[config.mk]
export PLATFORM = sky130hd
export DESIGN_NAME = mem_arbiter
export DESIGN_NICKNAME = d
export VERILOG_FILES = /design/src/rtl/mem_arb_pkg.sv /design/src/rtl/rr_pick2.sv /design/src/rtl/mem_arbiter.sv
export SDC_FILE = /design/constraint.sdc
export NUM_CORES = 1
export LEC_CHECK = 0
export BUFFER_PORTS_ARGS = -buffer_cell sky130_fd_sc_hd__buf_2
export CAP_MARGIN = 10
export CORE_MARGIN = 3
export CORE_UTILIZATION = 30
export CTS_BUF_LIST = sky130_fd_sc_hd__clkbuf_4
export CTS_CLUSTER_SIZE = 10
export DETAILED_ROUTE_END_ITERATION = 6
export PLACE_DENSITY = 0.64
export SETUP_SLACK_MARGIN = 0.15
export SLEW_MARGIN = 30
export SYNTH_ARGS = -nofsm -noshare
export SYNTH_HDL_FRONTEND = slang
export SYNTH_SLANG_ARGS = --single-unit
[constraint.sdc]
create_clock -name clock -period 3.2 [get_ports clock]
set_clock_uncertainty 0.2 [all_clocks]
set_input_delay 0.48 -clock clock [delete_from_list [all_inputs] [get_ports clock]]
set_output_delay 0.48 -clock clock [all_outputs]
set_load 0.005 [all_outputs]
[src/rtl/mem_arb_pkg.sv]
// Shared types for the program/data RAM arbiter.
//   arb_state_e : arbiter FSM states (idle, access cycle, completion cycle per requester)
//   requester_e : identity of a requester, used to remember the last grant
package mem_arb_pkg;

    typedef enum logic [2:0] {
        StIdle,
        StAccCpu,
        StAccHost,
        StDoneCpu,
        StDoneHost
    } arb_state_e;

    typedef enum logic {
        ReqCpu  = 1'b0,
        ReqHost = 1'b1
    } requester_e;

endpackage

[src/rtl/rr_pick2.sv]
// Combinational two-way round-robin picker.
//   req_a, req_b : requests
//   last         : requester granted most recently (0 = a, 1 = b)
//   gnt_a, gnt_b : one-hot (or zero) grant
// A lone request always wins; on a tie the side that was not granted last wins.
module rr_pick2 (
    input  logic req_a,
    input  logic req_b,
    input  logic last,
    output logic gnt_a,
    output logic gnt_b
);

    always_comb begin
        gnt_a = req_a & (~req_b | last);
        gnt_b = req_b & (~req_a | ~last);
    end

endmodule

[src/rtl/mem_arbiter.sv]
// Arbiter sharing the single-port program/data RAM between the CPU sequencer and the
// host loader. One access at a time, round-robin on contention, registered RAM port.
//   clock, n_reset                     : clock and asynchronous active-low reset
//   cpu_cs/r_nw/addr/wdata             : CPU request (held until cpu_valid)
//   cpu_rdata, cpu_valid, cpu_wait     : CPU read data, completion pulse, stall
//   host_req/r_nw/addr/wdata           : host request (held until host_ack)
//   host_rdata, host_ack               : host read data, completion pulse
//   mem_cs/r_nw/addr/wdata, mem_rdata  : RAM port
// Each access takes IDLE (grant) -> ACC (mem_cs high) -> DONE (valid/ack) -> IDLE.
module mem_arbiter
    import mem_arb_pkg::*;
#(
    parameter int unsigned WORD_W = 10,
    parameter int unsigned ADDR_W = 7
) (
    input  logic              clock,
    input  logic              n_reset,

    input  logic              cpu_cs,
    input  logic              cpu_r_nw,
    input  logic [ADDR_W-1:0] cpu_addr,
    input  logic [WORD_W-1:0] cpu_wdata,
    output logic [WORD_W-1:0] cpu_rdata,
    output logic              cpu_valid,
    output logic              cpu_wait,

    input  logic              host_req,
    input  logic              host_r_nw,
    input  logic [ADDR_W-1:0] host_addr,
    input  logic [WORD_W-1:0] host_wdata,
    output logic [WORD_W-1:0] host_rdata,
    output logic              host_ack,

    output logic              mem_cs,
    output logic              mem_r_nw,
    output logic [ADDR_W-1:0] mem_addr,
    output logic [WORD_W-1:0] mem_wdata,
    input  logic [WORD_W-1:0] mem_rdata
);

    arb_state_e        state_q, state_d;
    requester_e        last_q, last_d;
    logic              mem_cs_q, mem_cs_d;
    logic              mem_r_nw_q, mem_r_nw_d;
    logic [ADDR_W-1:0] mem_addr_q, mem_addr_d;
    logic [WORD_W-1:0] mem_wdata_q, mem_wdata_d;
    logic              cpu_valid_q, cpu_valid_d;
    logic              host_ack_q, host_ack_d;
    logic [WORD_W-1:0] cpu_rdata_q, cpu_rdata_d;
    logic [WORD_W-1:0] host_rdata_q, host_rdata_d;

    logic gnt_cpu, gnt_host;

    rr_pick2 u_pick (
        .req_a (cpu_cs),
        .req_b (host_req),
        .last  (last_q == ReqHost),
        .gnt_a (gnt_cpu),
        .gnt_b (gnt_host)
    );

    always_comb begin
        state_d      = state_q;
        last_d       = last_q;
        mem_cs_d     = 1'b0;
        mem_r_nw_d   = mem_r_nw_q;
        mem_addr_d   = mem_addr_q;
        mem_wdata_d  = mem_wdata_q;
        cpu_valid_d  = 1'b0;
        host_ack_d   = 1'b0;
        cpu_rdata_d  = cpu_rdata_q;
        host_rdata_d = host_rdata_q;

        case (state_q)
            StIdle: begin
                // Requests are only looked at here; the access parameters are frozen at grant.
                if (gnt_cpu) begin
                    state_d     = StAccCpu;
                    last_d      = ReqCpu;
                    mem_cs_d    = 1'b1;
                    mem_r_nw_d  = cpu_r_nw;
                    mem_addr_d  = cpu_addr;
                    mem_wdata_d = cpu_wdata;
                end else if (gnt_host) begin
                    state_d     = StAccHost;
                    last_d      = ReqHost;
                    mem_cs_d    = 1'b1;
                    mem_r_nw_d  = host_r_nw;
                    mem_addr_d  = host_addr;
                    mem_wdata_d = host_wdata;
                end
            end
            StAccCpu: begin
                state_d     = StDoneCpu;
                cpu_valid_d = 1'b1;
                if (mem_r_nw_q) begin
                    cpu_rdata_d = mem_rdata;
                end
            end
            StAccHost: begin
                state_d    = StDoneHost;
                host_ack_d = 1'b1;
                if (mem_r_nw_q) begin
                    host_rdata_d = mem_rdata;
                end
            end
            StDoneCpu,
            StDoneHost: begin
                state_d = StIdle;
            end
            default: begin
                state_d = StIdle;
            end
        endcase
    end

    always_ff @(posedge clock or negedge n_reset) begin
        if (!n_reset) begin
            state_q      <= StIdle;
            last_q       <= ReqHost;
            mem_cs_q     <= 1'b0;
            mem_r_nw_q   <= 1'b0;
            mem_addr_q   <= '0;
            mem_wdata_q  <= '0;
            cpu_valid_q  <= 1'b0;
            host_ack_q   <= 1'b0;
            cpu_rdata_q  <= '0;
            host_rdata_q <= '0;
        end else begin
            state_q      <= state_d;
            last_q       <= last_d;
            mem_cs_q     <= mem_cs_d;
            mem_r_nw_q   <= mem_r_nw_d;
            mem_addr_q   <= mem_addr_d;
            mem_wdata_q  <= mem_wdata_d;
            cpu_valid_q  <= cpu_valid_d;
            host_ack_q   <= host_ack_d;
            cpu_rdata_q  <= cpu_rdata_d;
            host_rdata_q <= host_rdata_d;
        end
    end

    assign mem_cs     = mem_cs_q;
    assign mem_r_nw   = mem_r_nw_q;
    assign mem_addr   = mem_addr_q;
    assign mem_wdata  = mem_wdata_q;
    assign cpu_valid  = cpu_valid_q;
    assign host_ack   = host_ack_q;
    assign cpu_rdata  = cpu_rdata_q;
    assign host_rdata = host_rdata_q;

    // Sequencer stall: pending CPU access not yet completed.
    assign cpu_wait = cpu_cs & ~cpu_valid_q;

endmodule

# Word-level counts from Yosys, hierarchy flattened
# Index checks and enable logic that the tools add are counted.
[op_classes]
n_eq_ne = 3
mux = 16
bitwise = 9
n_reduce_logical = 5
[ops]
columns = ["cell", "count"]
rows = [
  ["10-bit two-way mux", 2],
  ["7-bit two-way mux", 2],
  ["1-bit two-way mux", 9],
  ["3-bit one-hot mux with 3 select lines", 1],
  ["3-bit two-way mux", 2],
  ["2-bit AND reduction", 3],
  ["1-bit inverter", 4],
  ["1-bit bitwise AND", 3],
  ["3-bit by 1-bit equality test with 1-bit output (second input constant)", 1],
  ["3-bit by 2-bit equality test with 1-bit output (second input constant)", 1],
  ["3-bit zero test", 1],
  ["3-bit inequality test (second input constant)", 1],
  ["1-bit bitwise OR", 2],
  ["2-bit nonzero test", 1],
]
[word_totals]
ff_bits = 45
input_bits = 50
out_inout_bits = 42

# Logic depth before layout (Yosys ltp)
[depth]
word_depth = 6
mapped_depth = 5

# By module
# Synthesis repeated with hierarchy kept, for this count alone.
[hier_totals]
cells_unflattened = 125
area_unflattened_um2 = 1965.6
[by_module_without_submodules]
columns = ["mod", "instances", "cells_per_inst", "area_each_um2"]
rows = [
  ["mem_arbiter", 1, 122, 1946.9],
  ["rr_pick2", 1, 3, 18.8],
]

# Worst setup path before layout
# OpenSTA, ideal clock, no wires.
[synth_timing]
path_type = "reg-to-reg"
start = "register state_q[2]"
end = "register mem_addr_q[0], in the netlist mem_addr[0]"
setup_ns = 0.123
t_arrival_ns = 1.266
setup_slack_ns = 1.611
stages_incl_launch_ff = 5
path_buffers = 1
cell_sequence = "dfrtp_1 -> nor3_4 -> nand3_2 -> buf_2 -> o221a_1"
[synth_via]
elab_chain_cells = 2
[synth_lines]
columns = ["item", "line_no", "source"]
rows = [
  ["start: declaration", "mem_arbiter.sv:41", "arb_state_e state_q, state_d;"],
  ["start signal: assignment", "mem_arbiter.sv:119", "state_q <= StIdle;"],
  ["start signal: assignment", "mem_arbiter.sv:130", "state_q <= state_d;"],
  ["3-bit zero test", "mem_arbiter.sv:74", "case (state_q)"],
  ["2-bit AND reduction (no source line)", "n/a", ""],
  ["end signal: assignment", "mem_arbiter.sv:134", "mem_addr_q <= mem_addr_d;"],
  ["end: declaration", "mem_arbiter.sv:45", "logic [ADDR_W-1:0] mem_addr_q, mem_addr_d;"],
]
# No other way between the ends.
# A chain may end at the register's enable or synchronous reset.

# Worst setup path after layout
[layout_timing]
start = "register state_q[2]"
end = "register mem_wdata_q[6], in the netlist mem_wdata[6]"
[layout_via]
elab_chain_cells = 2
[layout_lines]
columns = ["item", "line_no", "source"]
rows = [
  ["3-bit zero test", "mem_arbiter.sv:74", ""],
  ["2-bit AND reduction (no source line)", "n/a", ""],
  ["end signal: assignment", "mem_arbiter.sv:135", "mem_wdata_q <= mem_wdata_d;"],
  ["end: declaration", "mem_arbiter.sv:46", "logic [WORD_W-1:0] mem_wdata_q, mem_wdata_d;"],
]
# No other way between the ends.

==> flow_summary_export.csv <==
group,metric,value,unit
drt,drtPass1Iterations,3,
setup_path,timing.setup.critical_path_class,"flip-flop to flip-flop",
timing,final-max-slew-violation-count,0,
timing,rsz0062_at_grt,"no",
timing,fmaxAchievable,0.460,GHz
timing,hold_violations,0,
flow_run,timing.max_cap.violations,0,
die,area_of_the_die,7340,sq um
grt,globalRouteOverflowTotal,0,
setup_path,cp.buffers_inverters,1,
status,outcome,"finished clean",
grt,grt_max_degree,25,
die,num_rows,28,
placed_design,detailedPlacementHpwl,3430,um
timing,timing.final.crit_period,2.17,ns
layout,layout-drive-gt1-share,50.0,%
timing,setup-violations-final,0,
setup_path,critPathCaptureType,"flip-flop",
layout,mostFrequentLayoutCells,"buf_2, dfrtp_1, mux2_1",
cts,numCtsBuffers,5,
power_and_ir_drop,p_leak,1.12,nW
yosys,synth.avg_cell_area,14.8,sq um
drt,detail_route.vias_per_cell,4.91,
cts,post_cts_resize_count,0,
setup_path,worstPathCellList,"nor3_4 -> buf_4 -> o21a_1 -> o221a_1",
setup_path,crit_arrival,2.26,ns
timing,hold_slack_final,0.154,ns
yosys,synth.yosys.seq_area_share,59.2,%
power_and_ir_drop,power_per_cell_area,906,nW/um^2
drt,detailroute.via_count,1447,
drt,wl_met2,2050,um
power_and_ir_drop,totalPowerFinal,2.26,mW
drt,wire_length_on_met3,479,um
layout,num_antenna_cells,0,
drt,drt_drc_violations_left,0,
grt,globalRouteTotalUtil,12.8,%
yosys,syn_area,1900,sq um
yosys,syn-instance-count,129,
layout,area.growth.synth_to_final,30.7,%
yosys,synth.lib_cells_used.distinct,22,
setup_path,worst-path-stages,4,
layout,finish.net_count,269,
placed_design,gpl.final_weighted_congestion,0.703,
min_path,whs_path_depth,2,
die,dieHeight,85.7,um
drt,highest_layer,"met4",
layout,most_frequent_standard_cell_in_the_layout_excluding_fill_and_tap_cells,"buf_2",
setup_path,critical_path_peak_fanout,19,
cts,htreeDepth,2,
cts,cts_buffer_depth,2,
drt,first_iter_violations,24,
timing,tightest_slew,0.683,ns
layout,fillers,577,
die,die_wd,85.7,um
setup_path,crit_slowest_cell,"o21a_1",
yosys,synth_fp_nets,179,
yosys,yosys_warnings,0,
cts,clk-insertion-delay-late,0.34,ns
setup_path,crit_path_max_incr_delay,0.60,ns
die,initial_util,31.6,%
drt,wirelength,4500,um
timing,layout_setup_ws,1.03,ns
timing,slew-limit-headroom,54.4,%
grt,first_pass_grt_wire_length,7470,um
cts,clock_tree_root_buffer_cell,"clkbuf_4",
cts,cts_tree,"done",
placed_design,dp_worst_setup_slack,1.04,ns
setup_path,timing.reg2reg.worst_path_depth,4,
drt,routedLengthMet1,1950,um
power_and_ir_drop,peakVddDrop,0.349,mV
setup_path,cpLargestDelayFamily,"compound AO/OA/AOI/OAI gates",
die,ioPinCount,92,
cts,tritoncts_num_sinks,45,
placed_design,port_buffers,91,
setup_path,timing.critical_path.from_type,"flip-flop",
timing,final.setup.tns,0,ns
setup_path,crit_required,3.29,ns
die,core,6030,sq um
grt,antenna_found_initial,0,
cts,clk_pin_slew,0.12,ns
timing,fin_crit_sh,67.9,%
layout,layout.core_utilization,41.3,%
drt,avgRoutedWirePerCell,15.2,um
yosys,postSynthRegisterBits,45,
drt,ant_nets,0,
grt,grt_pass1_vias,1504,
min_path,min_path_type,"primary input to flip-flop",
## path summary, 6_finish.rpt
path	to	start	slack, ns
setup / recovery	mem_wdata[6]$_DFFE_PN0P_	state_q[2]$_DFFE_PN0P_	1.03
hold / removal	cpu_rdata[0]$_DFFE_PN0P_	mem_rdata[0]	0.15
setup reg to reg	mem_wdata[6]$_DFFE_PN0P_	state_q[2]$_DFFE_PN0P_	1.03
hold reg to reg	host_rdata[6]$_DFFE_PN0P_	host_rdata[6]$_DFFE_PN0P_	0.29
max in group asynchronous	state_q[2]$_DFFE_PN0P_	n_reset	1.82
min in group asynchronous	host_rdata[6]$_DFFE_PN0P_	n_reset	0.48
## metrics by stage
step	std cells	instance area, sq um
2_1_floorplan	129	1900
5_1_grt	295	2490
4_1_cts	295	2490
3_3_place_gp	285	2400
6_report	295	2490
3_5_place_dp	286	2420
## area by class of cell
class | count | area (sq um) | share of cell area, %
Timing Repair Buffer | 94 | 500 | 20.1
Multi-Input combinational cell | 73 | 712 | 28.6
Sequential cell | 45 | 1130 | 45.3
Tap cell | 75 | 93.8 | 3.77
Clock buffer | 7 | 52.6 | 2.11
Clock inverter | 1 | 3.75 | 0.151
## registers in the layout (all words and copies together), names as in the netlist
| signal | count |
|---|---|
| last_q | 1 |
| cpu_rdata | 10 |
| host_rdata | 10 |
| cpu_valid | 1 |
| mem_wdata | 10 |
| mem_cs | 1 |
| mem_addr | 7 |
| host_ack | 1 |
| state_q | 3 |
| mem_r_nw | 1 |
## where the power goes
group          internal (mW)  total, mW  switching (mW)
clock network          0.102      0.268           0.166
registers              0.859       1.03           0.172
logic                  0.518      0.956           0.438
total                   1.48       2.26           0.776
## per-layer routing
layer	vias up	track usage [%]
met3	2	4.32
met1	682	16.8
li1	686	-
met4	0	2.59
met2	77	20.7
met5	-	0
## Yosys cell counts
cell       n  area share (%)
dfrtp_1   44              58
mux2_1    20              12
nand4b_1  18             8.3
o221a_1   13             7.7
o221a_2    5             3.0
buf_2      4             1.1
a21oi_1    3            0.79
buf_4      3             1.2
clkbuf_1   3            0.59
and2_1     2            0.66
nor3_1     2            0.53
nor3b_2    2             1.3
a31oi_1    1            0.33
buf_6      1            0.59
dfstp_2    1             1.4
nand2_1    1            0.20
nand2b_1   1            0.33
nand3_2    1            0.53
nor2b_1    1            0.33
nor3_4     1            0.85
nor3b_1    1            0.39
o21a_1     1            0.39
## what timing repair did
action / 4_1_cts / 5_1_grt
hold buffers: 1 / 0
buffers inserted: 0 / 0
endpoints found under the hold margin: 22 / 0
## kinds of logic after synthesis
group	Yosys count	share of synthesized area, %
DFF	45	59.2
and+or+nand+nor	30	13.4
AOI/OAI and AO/OA	23	12.2
muxes	20	11.8
buffers and inverters	11	3.42
Power figures use the tool's default switching activity.
